**src/rtl/tcdm_reader_pkg.sv**
```systemverilog
// Shared types and constants for the TCDM strided reader.
// Optional feature macro: TCDM_READER_PERF_EN (adds stall_cnt_o).
package tcdm_reader_pkg;

   typedef enum logic [1:0] {
      IDLE  = 2'd0,
      ISSUE = 2'd1,
      DRAIN = 2'd2
   } state_e;

   localparam logic [3:0] AMO_NONE = 4'h0;

endpackage

```
**src/rtl/tcdm_reader_fifo.sv**
```systemverilog
// Response buffer for the TCDM reader; count_o feeds the credit check.
// Push and pop may coincide, including when full or empty.
module tcdm_reader_fifo #(
   parameter int unsigned Width = 64,
   parameter int unsigned Depth = 4,
   localparam int unsigned PtrW = $clog2(Depth),
   localparam int unsigned CntW = PtrW + 1
) (
   input  logic             clk_i,
   input  logic             rst_ni,
   input  logic             push_i,
   input  logic [Width-1:0] data_i,
   input  logic             pop_i,
   output logic [Width-1:0] data_o,
   output logic             empty_o,
   output logic [CntW-1:0]  count_o
);

   logic [Width-1:0] mem_q [Depth];
   logic [PtrW-1:0]  wr_q, wr_d;
   logic [PtrW-1:0]  rd_q, rd_d;
   logic [CntW-1:0]  cnt_q, cnt_d;
   logic             push_ok;
   logic             pop_ok;

   always_comb begin
      pop_ok  = pop_i && (cnt_q != '0);
      push_ok = push_i && ((cnt_q != CntW'(Depth)) || pop_ok);
      wr_d    = wr_q;
      rd_d    = rd_q;
      cnt_d   = cnt_q;
      if (push_ok) begin
         wr_d  = wr_q + PtrW'(1);
         cnt_d = cnt_d + CntW'(1);
      end
      if (pop_ok) begin
         rd_d  = rd_q + PtrW'(1);
         cnt_d = cnt_d - CntW'(1);
      end
   end

   always_ff @(posedge clk_i or negedge rst_ni) begin
      if (!rst_ni) begin
         wr_q  <= '0;
         rd_q  <= '0;
         cnt_q <= '0;
      end else begin
         wr_q  <= wr_d;
         rd_q  <= rd_d;
         cnt_q <= cnt_d;
      end
   end

   // Storage needs no reset; the count gates every read.
   always_ff @(posedge clk_i) begin
      if (push_ok) mem_q[wr_q] <= data_i;
   end

   assign data_o  = mem_q[rd_q];
   assign empty_o = (cnt_q == '0);
   assign count_o = cnt_q;

endmodule

```
**src/rtl/tcdm_reader.sv**
```systemverilog
// Strided TCDM reader: issues count reads at base + k*stride, streams data out.
// Optional feature macro: TCDM_READER_PERF_EN adds a saturating stall counter.
module tcdm_reader
   import tcdm_reader_pkg::*;
#(
   parameter int unsigned NarrowDataWidth = 64,
   parameter int unsigned TCDMAddrWidth   = 17,
   parameter int unsigned FifoDepth       = 4,
   parameter int unsigned CoreId          = 0
) (
   input  logic                         clk_i,
   input  logic                         rst_ni,
   input  logic                         start_i,
   input  logic [TCDMAddrWidth-1:0]     cfg_base_i,
   input  logic [TCDMAddrWidth-1:0]     cfg_stride_i,
   input  logic [15:0]                  cfg_count_i,
   output logic                         busy_o,
   output logic                         done_o,
   output logic                         tcdm_req_write_o,
   output logic [TCDMAddrWidth-1:0]     tcdm_req_addr_o,
   output logic [3:0]                   tcdm_req_amo_o,
   output logic [NarrowDataWidth-1:0]   tcdm_req_data_o,
   output logic [4:0]                   tcdm_req_user_core_id_o,
   output logic                         tcdm_req_user_is_core_o,
   output logic [NarrowDataWidth/8-1:0] tcdm_req_strb_o,
   output logic                         tcdm_req_q_valid_o,
   input  logic                         tcdm_rsp_q_ready_i,
   input  logic                         tcdm_rsp_p_valid_i,
   input  logic [NarrowDataWidth-1:0]   tcdm_rsp_data_i,
   output logic [NarrowDataWidth-1:0]   data_o,
   output logic                         valid_o,
`ifdef TCDM_READER_PERF_EN
   output logic [31:0]                  stall_cnt_o,
`endif
   input  logic                         ready_i
);

   localparam int unsigned CntW = $clog2(FifoDepth) + 1;

   state_e                     state_q, state_d;
   logic [TCDMAddrWidth-1:0]   addr_q, addr_d;
   logic [TCDMAddrWidth-1:0]   stride_q, stride_d;
   logic [15:0]                left_q, left_d;
   logic [CntW-1:0]            out_q, out_d;
   logic                       done_q, done_d;

   logic [CntW-1:0]            fifo_cnt;
   logic                       fifo_empty;
   logic [CntW:0]              credit_sum;
   logic                       q_valid;
   logic                       req_hs;
   logic                       rsp_push;
   logic                       pop;

   // Every issued read must have a guaranteed FIFO slot: no rsp backpressure.
   assign credit_sum = {1'b0, out_q} + {1'b0, fifo_cnt};
   assign rsp_push   = tcdm_rsp_p_valid_i && (state_q != IDLE)
                       && (out_q != '0);
   assign pop        = !fifo_empty && ready_i;

   always_comb begin
      state_d  = state_q;
      addr_d   = addr_q;
      stride_d = stride_q;
      left_d   = left_q;
      done_d   = 1'b0;
      q_valid  = 1'b0;
      req_hs   = 1'b0;
      unique case (state_q)
         IDLE: begin
            if (start_i) begin
               addr_d   = cfg_base_i;
               stride_d = cfg_stride_i;
               left_d   = cfg_count_i;
               if (cfg_count_i == 16'd0) done_d  = 1'b1;
               else                      state_d = ISSUE;
            end
         end
         ISSUE: begin
            q_valid = (credit_sum < (CntW+1)'(FifoDepth));
            req_hs  = q_valid && tcdm_rsp_q_ready_i;
            if (req_hs) begin
               addr_d = addr_q + stride_q;
               left_d = left_q - 16'd1;
               if (left_q == 16'd1) state_d = DRAIN;
            end
         end
         DRAIN: begin
            if ((out_q == '0) && fifo_empty) begin
               state_d = IDLE;
               done_d  = 1'b1;
            end
         end
         default: state_d = IDLE;
      endcase
   end

   always_comb begin
      out_d = out_q;
      if (req_hs)   out_d = out_d + CntW'(1);
      if (rsp_push) out_d = out_d - CntW'(1);
   end

   always_ff @(posedge clk_i or negedge rst_ni) begin
      if (!rst_ni) begin
         state_q  <= IDLE;
         addr_q   <= '0;
         stride_q <= '0;
         left_q   <= '0;
         out_q    <= '0;
         done_q   <= 1'b0;
      end else begin
         state_q  <= state_d;
         addr_q   <= addr_d;
         stride_q <= stride_d;
         left_q   <= left_d;
         out_q    <= out_d;
         done_q   <= done_d;
      end
   end

   tcdm_reader_fifo #(
      .Width (NarrowDataWidth),
      .Depth (FifoDepth)
   ) i_fifo (
      .clk_i   (clk_i),
      .rst_ni  (rst_ni),
      .push_i  (rsp_push),
      .data_i  (tcdm_rsp_data_i),
      .pop_i   (pop),
      .data_o  (data_o),
      .empty_o (fifo_empty),
      .count_o (fifo_cnt)
   );

`ifdef TCDM_READER_PERF_EN
   logic [31:0] stall_cnt_q, stall_cnt_d;

   always_comb begin
      stall_cnt_d = stall_cnt_q;
      if ((state_q == IDLE) && start_i) begin
         stall_cnt_d = '0;
      end else if (q_valid && !tcdm_rsp_q_ready_i
                   && (stall_cnt_q != '1)) begin
         stall_cnt_d = stall_cnt_q + 32'd1;
      end
   end

   always_ff @(posedge clk_i or negedge rst_ni) begin
      if (!rst_ni) stall_cnt_q <= '0;
      else         stall_cnt_q <= stall_cnt_d;
   end

   assign stall_cnt_o = stall_cnt_q;
`endif

   assign tcdm_req_write_o        = 1'b0;
   assign tcdm_req_amo_o          = AMO_NONE;
   assign tcdm_req_data_o         = '0;
   assign tcdm_req_strb_o         = '1;
   assign tcdm_req_user_is_core_o = 1'b0;
   assign tcdm_req_user_core_id_o = 5'(CoreId);
   assign tcdm_req_addr_o         = addr_q;
   assign tcdm_req_q_valid_o      = q_valid;
   assign valid_o                 = !fifo_empty;
   assign busy_o                  = (state_q != IDLE);
   assign done_o                  = done_q;

endmodule

```
**config.mk**
```make
export PLATFORM = sky130hd
export DESIGN_NAME = tcdm_reader
export DESIGN_NICKNAME = d
export VERILOG_FILES = /design/src/rtl/tcdm_reader_pkg.sv /design/src/rtl/tcdm_reader_fifo.sv /design/src/rtl/tcdm_reader.sv
export SDC_FILE = /design/constraint.sdc
export NUM_CORES = 1
export LEC_CHECK = 0
export CELL_PAD_IN_SITES_DETAIL_PLACEMENT = 1
export CELL_PAD_IN_SITES_GLOBAL_PLACEMENT = 1
export CORE_MARGIN = 2
export CORE_UTILIZATION = 46
export DETAILED_ROUTE_END_ITERATION = 12
export PLACE_DENSITY_LB_ADDON = 0.1
export SLEW_MARGIN = 15
export SYNTH_ARGS = -nofsm -noshare
export SYNTH_HDL_FRONTEND = slang
export SYNTH_HIERARCHICAL = 1
export SYNTH_SLANG_ARGS = --single-unit
export TNS_END_PERCENT = 10
```
**constraint.sdc**
```tcl
create_clock -name clk_i -period 9.04 [get_ports clk_i]
set_clock_uncertainty 0.1 [all_clocks]
set_input_delay 2.26 -clock clk_i [delete_from_list [all_inputs] [get_ports clk_i]]
set_output_delay 2.26 -clock clk_i [all_outputs]
set_load 0.05 [all_outputs]
```
==> reports/metrics.cfg <==
[sta]
setup_slack_ps=3290
slew_violations=0
setup_tns_ps=0
rsz0062_at_grt=no
slew_headroom_pct=29.9
fin_crit_ps=5750
finalSetupViolCount=0
fin_crit_sh_pct=63.6
max_slew.worst_pin.slew_ps=1050
hold_viol_final=0
clock.fmax_mhz=174

[synth]
synthCells=896
synth_seq_area_share_pct=65.8
ys.flop_type=edfxtp_1
yosysTopAreaCellShare_pct=54.6
ys_warn_count=6
synth_top_family_by_area=multiplexers
yosysTopAreaCell=edfxtp_1
muxShareOfSynthArea_pct=12.0
synth_edf_count=256
synth_seq_cells=319
synth-simple-area-share_pct=6.49
synth_fa_ha_area_share_pct=2.81
syn-cell-area_um2=14100
synthXorXnorAreaFrac_pct=1.07
synth_top_cells_by_count=edfxtp_1, buf_4, mux4_2, dfrtp_1, nand2_1
synth_area_leaders=edfxtp_1, dfrtp_1, mux4_2
synth_area_per_cell_um2=15.7
ys_types=66
synth_compound_area_share_pct=5.54
synth_most_common_cell=edfxtp_1
async_flop_share_pct=19.7

[power]
swShare_pct=40.4
clock_power_share_pct=21.5
ir_worst_vdd_uv=219
p_per_area_nw_per_um2=377
share_seq_of_total_power_pct=33.0
p_comb_share_pct=45.5
power_leakage_nw=6.23
power_switching_mw=2.64
intPower_mw=3.89

[worst_setup_path]
cp-start-kind=register
r2r_slack_ps=5970
end_kind=primary output
r2r_end=i_fifo/mem_q[0][19]$_DFFE_PP_
cp.arrival_ps=3390
rr_worst_depth=7
cp.required_ps=6680
critPathMaxFanout=52
crit_type=register to primary output
r2r_start=i_fifo/count_o[0]$_DFF_PN0_

[global_route]
grt_first_pass_wirelength_um=49600
antenna_found_initial=2
gr-usage-met1_pct=27.5
grt_use_met3_pct=4.16
grt.overflow.total=0
grt_start_max_net_pins=65
grt_util_met2_pct=34.1
grt_pass1_vias=8537
grt-busiest-layer=met2
grt_usage_pct=20.3

[floorplan]
ios=288
start_util_pct=46.4
die_area_um2=32000
die_h_um=179
die-width_um=179
core_area_um2=30300
rows=64

[clocking]
cts_tree=yes
root_buffer=clkbuf_16
cts.sinks=319
post_cts_resized=0
cts_buffer_depth=3
clk_latency_ps=510
cts-htree-levels=2
cts_setup_buffers=0
holdBufCountCts=0
path_clk_slew_ps=60
cts_buffers=36

[drt]
dr.pass1.iters=4
detail-route-antenna-nets=0
wl_per_cell_um=21.1
drcViolationCount=0
vias_per_cell=5.29
drt_wl_total_um=32300
drtIter0Drc=417
num_vias=8088

[worst_hold_path]
hold_depth=1
min_to=stride_q[3]$_DFFE_PN0P_
hold_path.class=register to register
hold_start=stride_q[3]$_DFFE_PN0P_

[layout]
final_nets=1258
drive_gt1_share_pct=14.2
seqCellArea_um2=9270
final_cells=1528
fillCellCount=2909
multi_input_area_um2=4270
syn2layout_area_growth_pct=23.1

[placed_design]
port_buffers=204
finalWeightedCongestion=0.771
dpl.hpwl_um=21000
place_ws_ps=3710
place_inst=1465

[flow_run]
cap_violations=0

[run_status]
status=complete, no violations

==> layer usage <==
metal	part of all wire (%)	routed length (µm)
met4	1.2	374
met2	50	16200
met1	43	13900
met5	0.068	22
met3	5.7	1830
==> cells in the final DEF, fill, tap and decap left out, types with 21 or more instances in the layout <==
cell type,n
clkbuf_16,36
a21oi_1,45
clkdlybuf4s50_1,203
dfrtp_1,61
nand3_1,21
o21ai_0,29
mux4_2,64
conb_1,83
nand2_1,49
nor2_1,33
edfxtp_1,256
nor3_1,22
ha_1,30
==> cells by family after synthesis <==
group                      Yosys count
other                                2
AOI/OAI and AO/OA                  125
xor gates and xnor gates            15
DFF                                319
buffers and inverters              139
muxes                               86
and+or+nand+nor                    179
adders and majority gates           31
==> how the worst max path moves through the flow <==
stage	startpoint	end	slack, ps	cells after the start
after floorplan	tcdm_rsp_p_valid_i	i_fifo/mem_q[0][0]$_DFFE_PP_	4240	3
after global placement	i_fifo/rd_q[0]$_DFFE_PN0N_	data_o[47]	3730	3
after detailed placement	i_fifo/rd_q[0]$_DFFE_PN0N_	data_o[47]	3710	3
after CTS	i_fifo/rd_q[0]$_DFFE_PN0N_	data_o[47]	3170	3
after global routing	i_fifo/rd_q[0]$_DFFE_PN0N_	data_o[47]	3020	3
final	i_fifo/rd_q[0]$_DFFE_PN0N_	data_o[26]	3290	3
==> state kept, by name, indices dropped and copies added, names as in the netlist <==
name	flops
stride_q	17
i_fifo/count_o	3
left_q	16
state_q	2
i_fifo/wr_q	2
tcdm_req_addr_o	17
done_o	1
i_fifo/rd_q	2
i_fifo/mem_q	256
out_q	3
==> cell type report <==
type | count | area share, %
clock buffers | 43 | 5.46
diodes | 1 | 0.0144
repair buffers | 212 | 12.1
well taps | 396 | 2.86
flip-flops and latches | 319 | 53.5
inverters | 19 | 0.411
multi-input cells | 519 | 24.6
clock inverters | 19 | 1.07
==> through the flow <==
step	power, mW	area [µm²]	utilization (%)	hold WS (ps)
final	6.53	17300	57.1	414
after global routing	6.90	17300	57.1	434
after floorplan	4.35	14400	-	380
after CTS	6.62	17300	57.1	421
after detailed placement	5.19	16200	53.4	407
after global placement	5.12	16200	53.4	398
==> power groups by stage <==
stage | clock network, mW | logic (mW) | registers (mW)
3_5_place_dp | 0 | 3.00 | 2.19
4_1_cts | 1.44 | 3.01 | 2.16
6_report | 1.40 | 2.97 | 2.15
2_1_floorplan | 0 | 2.12 | 2.23
3_3_place_gp | 0 | 2.95 | 2.17
5_1_grt | 1.50 | 3.20 | 2.20
==> worst max-delay path: stages, from the launching register on <==
cell and delay (ps):
dfrtp_4 600, buf_4 850, mux4_2 620, clkdlybuf4s50_1 740
No activity file was read; power rests on OpenSTA's default activity.
